$ cat config.mk
export PLATFORM = sky130hd
export DESIGN_NAME = gray_counter_n_flat
export DESIGN_NICKNAME = d
export VERILOG_FILES = /design/src/rtl/gray_counter_n_if.sv /design/src/rtl/gray_counter_n.sv /design/src/flat_wrapper.sv
export SDC_FILE = /design/constraint.sdc
export NUM_CORES = 1
export LEC_CHECK = 0
export ABC_CLOCK_PERIOD_IN_PS = 2000
export CAP_MARGIN = 0
export CORE_AREA = 2 2 39 41
export CTS_BUF_LIST = sky130_fd_sc_hd__clkbuf_16
export DETAILED_ROUTE_END_ITERATION = 10
export DIE_AREA = 0 0 41 43
export REMOVE_ABC_BUFFERS = 1
export SLEW_MARGIN = 5
export SYNTH_ARGS = -nofsm -noshare
export SYNTH_HDL_FRONTEND = slang
export SYNTH_SLANG_ARGS = --single-unit
$ cat constraint.sdc
create_clock -name Clk -period 2 [get_ports Clk]
set_clock_uncertainty 0.1 [all_clocks]
set_input_delay 0.4 -clock Clk [delete_from_list [all_inputs] [get_ports Clk]]
set_output_delay 0.4 -clock Clk [all_outputs]
set_load 0.05 [all_outputs]
$ cat src/rtl/gray_counter_n_if.sv
// Control and status bundle for the N-bit Gray counter.
interface gray_counter_n_if #(
    parameter int unsigned WIDTH = 3
);
    logic             En;
    logic             Dir;
    logic             Load;
    logic [WIDTH-1:0] LoadVal;
    logic             ClrFlags;
    logic [WIDTH-1:0] Gray;
    logic [WIDTH-1:0] Bin;
    logic             Overflow;
    logic             Underflow;
    logic             Wrap;

    // Driver side: issues commands, observes the count.
    modport master (
        output En, Dir, Load, LoadVal, ClrFlags,
        input  Gray, Bin, Overflow, Underflow, Wrap
    );

    // Counter side.
    modport slave (
        input  En, Dir, Load, LoadVal, ClrFlags,
        output Gray, Bin, Overflow, Underflow, Wrap
    );
endinterface

$ cat src/rtl/gray_counter_n.sv
// Parametrised up/down Gray-code counter with load, wrap/saturate terminal
// behaviour, sticky overflow/underflow flags and a registered wrap pulse.
module gray_counter_n #(
    parameter int unsigned WIDTH    = 3,
    parameter bit          SATURATE = 1'b0
) (
    input logic              Clk,
    input logic              Reset,
    gray_counter_n_if.slave  bus
);
    localparam logic [WIDTH-1:0] MaxVal = '1;
    localparam logic [WIDTH-1:0] One    = {{(WIDTH-1){1'b0}}, 1'b1};

    logic [WIDTH-1:0] bin_q, bin_d;
    logic [WIDTH-1:0] gray_q, gray_d;
    logic             ovf_q, ovf_d;
    logic             unf_q, unf_d;
    logic             wrap_q, wrap_d;

    // Next-state: load beats counting; flag clear runs in parallel and loses
    // to a same-edge set of that flag.
    always_comb begin
        bin_d  = bin_q;
        ovf_d  = ovf_q & ~bus.ClrFlags;
        unf_d  = unf_q & ~bus.ClrFlags;
        wrap_d = 1'b0;
        if (bus.Load) begin
            bin_d = bus.LoadVal;
        end else if (bus.En) begin
            if (bus.Dir) begin
                if (bin_q == MaxVal) begin
                    ovf_d = 1'b1;
                    if (!SATURATE) begin
                        bin_d  = '0;
                        wrap_d = 1'b1;
                    end
                end else begin
                    bin_d = bin_q + One;
                end
            end else begin
                if (bin_q == '0) begin
                    unf_d = 1'b1;
                    if (!SATURATE) begin
                        bin_d  = MaxVal;
                        wrap_d = 1'b1;
                    end
                end else begin
                    bin_d = bin_q - One;
                end
            end
        end
        // Gray is registered from the same next binary value, so both outputs
        // always agree.
        gray_d = bin_d ^ (bin_d >> 1);
    end

    // State register with synchronous active-high reset.
    always_ff @(posedge Clk) begin
        if (Reset) begin
            bin_q  <= '0;
            gray_q <= '0;
            ovf_q  <= 1'b0;
            unf_q  <= 1'b0;
            wrap_q <= 1'b0;
        end else begin
            bin_q  <= bin_d;
            gray_q <= gray_d;
            ovf_q  <= ovf_d;
            unf_q  <= unf_d;
            wrap_q <= wrap_d;
        end
    end

    // Outputs come straight from registers.
    always_comb begin
        bus.Bin       = bin_q;
        bus.Gray      = gray_q;
        bus.Overflow  = ovf_q;
        bus.Underflow = unf_q;
        bus.Wrap      = wrap_q;
    end
endmodule

$ cat src/flat_wrapper.sv
// flat-port wrapper written by rule: the top's interface ports become plain ports
module gray_counter_n_flat 
#(
    parameter int unsigned WIDTH    = 3,
    parameter bit          SATURATE = 1'b0
)
  (Clk, Reset, bus_En, bus_Dir, bus_Load, bus_LoadVal, bus_ClrFlags, bus_Gray, bus_Bin, bus_Overflow, bus_Underflow, bus_Wrap);
  gray_counter_n_if #(.WIDTH(WIDTH)) bus_i ();
  input logic Clk;
  input logic Reset;
  input wire logic [$bits(bus_i.En)-1:0] bus_En;
  input wire logic [$bits(bus_i.Dir)-1:0] bus_Dir;
  input wire logic [$bits(bus_i.Load)-1:0] bus_Load;
  input wire logic [$bits(bus_i.LoadVal)-1:0] bus_LoadVal;
  input wire logic [$bits(bus_i.ClrFlags)-1:0] bus_ClrFlags;
  output wire logic [$bits(bus_i.Gray)-1:0] bus_Gray;
  output wire logic [$bits(bus_i.Bin)-1:0] bus_Bin;
  output wire logic [$bits(bus_i.Overflow)-1:0] bus_Overflow;
  output wire logic [$bits(bus_i.Underflow)-1:0] bus_Underflow;
  output wire logic [$bits(bus_i.Wrap)-1:0] bus_Wrap;
  assign bus_i.En = bus_En;
  assign bus_i.Dir = bus_Dir;
  assign bus_i.Load = bus_Load;
  assign bus_i.LoadVal = bus_LoadVal;
  assign bus_i.ClrFlags = bus_ClrFlags;
  assign bus_Gray = bus_i.Gray;
  assign bus_Bin = bus_i.Bin;
  assign bus_Overflow = bus_i.Overflow;
  assign bus_Underflow = bus_i.Underflow;
  assign bus_Wrap = bus_i.Wrap;
  gray_counter_n #(.WIDTH(WIDTH), .SATURATE(SATURATE)) u_core (.Clk(Clk), .Reset(Reset), .bus(bus_i));
endmodule
==> parameters.txt, run 1 <==
Parameter                              Value

Global routing
  Antenna violations before repair    0
  Global routing usage summed across all routing layers    12.9%
  Wire length of the first global-routing pass    1540 um
  Number of global-route vias before repair    369
  Residual overflow from global routing    0
  Largest net degree at the start of global routing    8

STA
  Worst Tran Pin Value    roughly 0.49 ns
  Setup repair after global routing missed its margin    no
  Setup TNS after final layout    0 ns
  Fmax achieved    538 MHz
  Max-slew headroom    67.2%
  Final setup violation count    0
  Period Utilization, post-route    93.0%
  Max-slew violations    0
  Final critical path time including I/O delays and setup    1.86 ns
  Number of hold violations in the final report    0

Synthesis
  Synth cell types    21
  Cell taking the most area after synthesis    sky130_fd_sc_hd__dfxtp_1
  Summed instance area of the synthesized netlist    429 sq um
  Post-Syn Area per Cell    between 9 and 10 sq um
  Synthesized instance count    46
  Seq cells post-synth    8
  Sequential element share of the synthesized area    37.3%
  Area share of the largest cell type after synthesis    a little under two fifths
  Number of warnings reported in the yosys synthesis log    0
  Synth area leaders    sky130_fd_sc_hd__dfxtp_1 37%, sky130_fd_sc_hd__ha_1 12%, sky130_fd_sc_hd__a21oi_1 4.7%

Drt
  Ratio of routed vias to standard cells    4.82
  Iteration-0 DRC count of the detailed router    13
  Antenna-violating nets left    0
  Iteration count of the initial detailed-routing pass    5
  Per-cell routed wire length    11.5 um
  Vias after detailed routing    ~400
  DRT Wirelength    around 940 um
  Detailed-route DRC error count    0

Power and ir drop
  Fraction of power spent switching nets    25.1%
  Combinational fraction of design power    21.6%
  Leakage    0.000300 uW
  Internal power    roughly 490 uW
  Reg power frac    27.5%
  Maximum resistive drop on vdd    869 uV
  Switching component of the power    164 uW
  Power per cell area    approximately 960 nW/um^2
  Share of power burned in the clock network    50.9%

Place
  Dpl hpwl    between 700 and 800 um
  Final RePlAce weighted congestion    0.766
  # port buffers    17

Worst setup path
  Critical path endpoint category    output pin
  Startpoint type of the worst setup path    flip-flop
  Arrival time worst endpoint    1.36 ns
  Cell-by-cell trace of the critical path    clkdlybuf4s50_1
  Crit path max-delay family    buffers and inverters
  Delay of the slowest critical-path stage    ~0.8 ns
  Critical path buffer and inverter count    1
  Largest fanout of any net on the critical path    2
  Cell with the largest stage delay on the worst path    sky130_fd_sc_hd__clkdlybuf4s50_1
  Setup CP Type    reg -> out
  Required time reported for the critical path endpoint    about 1.5 ns

Layout
  Total of fill cells in the finished design    roughly 130
  Antenna diodes    0
  Most common cell after layout, fill and taps aside    sky130_fd_sc_hd__clkdlybuf4s50_1
  Area occupied by registers    160 sq um
  Area of combinational cells with multiple inputs    between 200 and 250 sq um
  Layout overhead on the synthesized area    58.6%
  Most frequent cells in the layout    13 x sky130_fd_sc_hd__clkdlybuf4s50_1, 8 x sky130_fd_sc_hd__dfxtp_1, 6 x sky130_fd_sc_hd__buf_4, 5 x sky130_fd_sc_hd__inv_1, 5 x sky130_fd_sc_hd__nor2_1
  Number of nets in the final layout    81
  End-of-flow core utilization    49.2%
  Ratio of cells with drive above 1 in the final layout    around 15%

Floorplan
  Num ports    18
  Area enclosed by the die boundary    1760 sq um
  Die outline height    43 um
  Core Region    1380 sq um
  Cell Rows    14
  Die W    41 um
  Initial Util    31.0%

Clocking
  TritonCTS buffer count    3
  CTS Hold Buffers Added    0
  Setup bufs post-CTS    0
  Clock edge transition at the registers on the reported setup and hold paths    0.03 ns
  CTS root buf    sky130_fd_sc_hd__clkbuf_16
  TritonCTS clock tree    yes
  Clock latency on the worst-skew pair    0.23 ns
  H-Tree Level Count    1
  Sink Count    8
  Number of cells upsized or downsized after cts    0
  Clk buf depth    2

Outcome
  Status    completed

Run
  Count of max-cap constraint violations    0

Min path
  Hold crit path type    reg -> reg
synth_stat cells (all sizes together):
cell,n
dfxtp,8
inv,5
nor2,5
a21oi,4
ha,4
a221o,2
a22oi,2
buf,2
mux2i,2
nor3,2
a32oi,1
and2,1
nand2b,1
nor2b,1
nor3b,1
nor4,1
o31a,1
or2,1
or2b,1
xnor2,1
sequential cells by signal, summed over array words and instances (netlist names):
name                  flops
u_core.bus.Gray           3
u_core.bus.Bin            2
u_core.bus.Overflow       1
u_core.bus.Underflow      1
u_core.bus.Wrap           1
logic make-up (layout without fill, tap and decap cells):
family | Yosys count | after routing | synth area share (%)
compound gates | 10 | 10 | 16.9
fa+ha+maj | 4 | 4 | 11.7
simple gates | 14 | 14 | 18.7
flops | 8 | 8 | 37.3
buf+inv | 7 | 27 | 8.75
xor+xnor | 1 | 1 | 2.04
mux | 2 | 2 | 4.66
power groups by stage:
stage	combinational, uW	sequential [uW]	clock (uW)
2_1_floorplan	43.4	224	0
3_3_place_gp	142	182	0
3_5_place_dp	141	182	0
4_1_cts	141	180	340
5_1_grt	150	181	348
6_report	141	180	333
metal layers:
| layer | vias to the layer above | global-route usage, % | routed length, um |
|---|---|---|---|
| met5 | - | 0 | 0 |
| met4 | 0 | 6.00 | 0 |
| met3 | 0 | 4.71 | 75 |
| met2 | 13 | 18.1 | 447 |
| met1 | 180 | 16.9 | 421 |
| li1 | 202 | - | - |
layout make-up:
| class | instances | area share (%) |
|---|---|---|
| clock buffer | 3 | 11.0 |
| inverter | 5 | 2.76 |
| multi-input combinational | 31 | 34.0 |
| sequential | 8 | 23.5 |
| tap | 16 | 2.94 |
| timing repair buffer | 19 | 25.7 |
through the flow:
| step | hold WS (ns) | std cells | power, uW | cell area, sq um | worst slack (ns) |
|---|---|---|---|---|---|
| 4_1_cts | 0.392 | 82 | 661 | 681 | 0.129 |
| 3_3_place_gp | 0.391 | 79 | 325 | 606 | 0.0243 |
| 5_1_grt | 0.427 | 82 | 679 | 681 | 0.106 |
| 3_5_place_dp | 0.383 | 79 | 323 | 606 | 0.0267 |
| 6_report | 0.388 | 82 | 653 | 681 | 0.140 |
| 2_1_floorplan | 0.372 | 44 | 268 | 410 | -0.0298 |
path summary, 6_finish.rpt:
| path | startpoint | to | slack (ns) | cells after the start |
|---|---|---|---|---|
| max reg2reg | u_core.bus.Bin[0] | u_core.bus.Gray[1] | 0.23 | 6 |
| min | u_core.bus.Overflow | u_core.bus.Overflow | 0.39 | 2 |
| max | u_core.bus.Underflow | bus_Underflow | 0.14 | 1 |
| min reg2reg | u_core.bus.Overflow | u_core.bus.Overflow | 0.39 | 2 |
(Power assumes the default switching activity.)
==> run 2, diff against run 1 <==
--- a/config.mk
+++ b/config.mk
@@ -6,7 +6,7 @@
 export NUM_CORES = 1
 export LEC_CHECK = 0
 export ABC_CLOCK_PERIOD_IN_PS = 2000
-export CAP_MARGIN = 0
+export CAP_MARGIN = 20
 export CORE_AREA = 2 2 39 41
 export CTS_BUF_LIST = sky130_fd_sc_hd__clkbuf_16
 export DETAILED_ROUTE_END_ITERATION = 10
==> results of run 2 <==
The final DEF is identical to that of run 1; final timing and power are the same.
==> run 3, diff against run 2 <==
--- a/config.mk
+++ b/config.mk
@@ -5,12 +5,14 @@
 export SDC_FILE = /design/constraint.sdc
 export NUM_CORES = 1
 export LEC_CHECK = 0
+export ABC_AREA = 1
 export ABC_CLOCK_PERIOD_IN_PS = 2000
 export CAP_MARGIN = 20
 export CORE_AREA = 2 2 39 41
 export CTS_BUF_LIST = sky130_fd_sc_hd__clkbuf_16
 export DETAILED_ROUTE_END_ITERATION = 10
 export DIE_AREA = 0 0 41 43
+export PLACE_DENSITY = 0.67
 export REMOVE_ABC_BUFFERS = 1
 export SLEW_MARGIN = 5
 export SYNTH_ARGS = -nofsm -noshare
==> parameters.txt, run 3 <==
Parameter                              Value

Outcome
  Status    completed

Worst setup path
  Reg2reg end    u_core.bus.Gray[1]
  Critical path endpoint    bus_Overflow
  Worst Reg2Reg Path Length in Cells    9
  Largest fanout of any net on the critical path    2
  Number of stages on the worst setup path    1
  Critical path buffer and inverter count    1
  Cell-by-cell trace of the critical path    clkdlybuf4s50_1
  Register-to-Register Setup Slack    between 0.4 and 0.5 ns
  Startpoint type of the worst setup path    flip-flop
  Arrival time worst endpoint    1.36 ns
  First element of the critical path    u_core.bus.Overflow
  Setup CP Type    reg -> out
  Required time reported for the critical path endpoint    1.50 ns
  Cell with the largest stage delay on the worst path    sky130_fd_sc_hd__clkdlybuf4s50_1
  Crit path max-delay family    buffers and inverters
  Delay of the slowest critical-path stage    0.80 ns
  Critical path endpoint category    output pin
  Worst r2r src    u_core.bus.Bin[0]

Synthesis
  EDFF count, synth    0
  Synthesized instance count    68
  Seq cells post-synth    8
  Most frequent cells after synthesis    15 x sky130_fd_sc_hd__nand2_1, 10 x sky130_fd_sc_hd__nor2_1, 9 x sky130_fd_sc_hd__inv_1
  Summed instance area of the synthesized netlist    about 480 sq um
  Area share of the largest cell type after synthesis    about a third
  Most frequent cell after synthesis    sky130_fd_sc_hd__nand2_1
  Number of warnings reported in the yosys synthesis log    0
  Fraction of synthesis flops using an asynchronous set or reset pin    0%
  Synth area leaders    sky130_fd_sc_hd__dfxtp_1 34%, sky130_fd_sc_hd__nand2_1 12%, sky130_fd_sc_hd__ha_1 10%
  Synth cell types    15
  Cell taking the most area after synthesis    sky130_fd_sc_hd__dfxtp_1
  Flip-flop cell with the highest count after synthesis    sky130_fd_sc_hd__dfxtp_1
  Sequential element share of the synthesized area    between 30% and 40%
  Post-Syn Area per Cell    7.01 sq um

Global routing
  Global routing usage summed across all routing layers    15.2%
  Number of global-route vias before repair    407
  Wire length of the first global-routing pass    1680 um
  Largest net degree at the start of global routing    7
  Antenna violations before repair    0
  Residual overflow from global routing    0

Power and ir drop
  Maximum resistive drop on vdd    535 uV
  Leakage    approximately 0.00036 uW
  Power consumption    about 670 uW
  Power per cell area    914 nW/um^2

Place
  Total instance count after detailed placement    101
  Dpl hpwl    between 800 and 900 um
  Final RePlAce weighted congestion    0.757
  # port buffers    17

Floorplan
  Die W    roughly 41 um
  Num ports    18
  Die outline height    43 um
  Cell Rows    14
  Initial Util    34.4%
  Core Region    1380 sq um
  Area enclosed by the die boundary    1760 sq um

Clocking
  TritonCTS buffer count    3
  Clock latency on the worst-skew pair    approximately 0.23 ns
  CTS root buf    sky130_fd_sc_hd__clkbuf_16
  CTS Hold Buffers Added    0
  H-Tree Level Count    1
  TritonCTS clock tree    yes
  Clock edge transition at the registers on the reported setup and hold paths    0.04 ns
  Sink Count    8
  Clk buf depth    2
  Setup bufs post-CTS    0
  Number of cells upsized or downsized after cts    0

Layout
  Layout overhead on the synthesized area    53.5%
  Most frequent cells in the layout    15 x sky130_fd_sc_hd__nand2_1, 13 x sky130_fd_sc_hd__clkdlybuf4s50_1, 10 x sky130_fd_sc_hd__nor2_1, 9 x sky130_fd_sc_hd__inv_1, 8 x sky130_fd_sc_hd__dfxtp_1
  End-of-flow core utilization    52.9%
  Area of combinational cells with multiple inputs    260 sq um
  Flip-flop count of the largest register after layout    3
  Area occupied by registers    160 sq um
  Most common cell after layout, fill and taps aside    sky130_fd_sc_hd__nand2_1
  Total of fill cells in the finished design    between 100 and 150
  Number of nets in the final layout    103
  Antenna diodes    0
  Ratio of cells with drive above 1 in the final layout    20.5%
  Post-route insts no fill    104

Run
  Count of max-cap constraint violations    0

Drt
  Iteration count of the initial detailed-routing pass    3
  Iteration-0 DRC count of the detailed router    6
  Per-cell routed wire length    9.67 um
  DRT Wirelength    1010 um
  Antenna-violating nets left    0
  Ratio of routed vias to standard cells    between 4 and 5
  Vias after detailed routing    458
  Detailed-route DRC error count    0

STA
  Max-slew headroom    67.0%
  Period Utilization, post-route    93.0%
  Final setup violation count    0
  Setup repair after global routing missed its margin    no
  Final critical path time including I/O delays and setup    1.86 ns
  Number of hold violations in the final report    0
  Setup TNS after final layout    0 ns
  Worst Tran Pin Value    0.493 ns
  Fmax achieved    537 MHz
  Final-layout worst hold slack    0.356 ns
  Max-slew violations    0

Min path
  Hold crit path type    reg -> reg
run 3: worst min path at each step:
stage	startpoint	endpoint	slack (ns)	cells after the start
finish	u_core.bus.Underflow	u_core.bus.Underflow	0.36	2
global route	u_core.bus.Underflow	u_core.bus.Underflow	0.38	2
CTS	u_core.bus.Underflow	u_core.bus.Underflow	0.36	2
detailed placement	u_core.bus.Underflow	u_core.bus.Underflow	0.36	2
global placement	u_core.bus.Underflow	u_core.bus.Underflow	0.36	2
floorplan	Reset	u_core.bus.Gray[2]	0.37	1
run 3: cell families after synthesis:
group,Yosys count,synth area share (%)
adder cells (fa/ha/maj),4,10.5
buffers and inverters,14,11.8
XOR/XNOR,1,1.84
flip-flops,8,33.6
AND/OR/NAND/NOR,33,29.9
AO/OA/AOI/OAI,8,12.3
run 3: where the power goes:
part	internal, uW	switching (uW)	leakage [uW]	total, uW
clock network	257	73.4	0.0000370	331
logic	60.6	97.4	0.000256	158
registers	172	8.63	0.0000660	181
total	490	179	0.000359	669
run 3: final cells by class:
type,instances,area share [%]
Sequential cell,8,21.9
Clock buffer,3,10.3
Tap cell,16,2.74
Multi-Input combinational cell,46,35.6
Inverter,13,6.67
Timing Repair Buffer,18,22.9
run 3: routing by layer:
layer	vias up	global-route usage, %	routed length (um)
met3	2	9.42	69
met4	0	8.00	9
met1	194	17.5	424
met2	12	20.9	502
met5	-	0	0
li1	250	-	-
run 3: stage by stage:
step / area, sq um / setup slack (ns)
final: 732 / 0.139
after global routing: 732 / 0.109
after CTS: 732 / 0.129
after detailed placement: 657 / 0.225
after global placement: 657 / 0.227
after floorplan: 469 / 0.0166
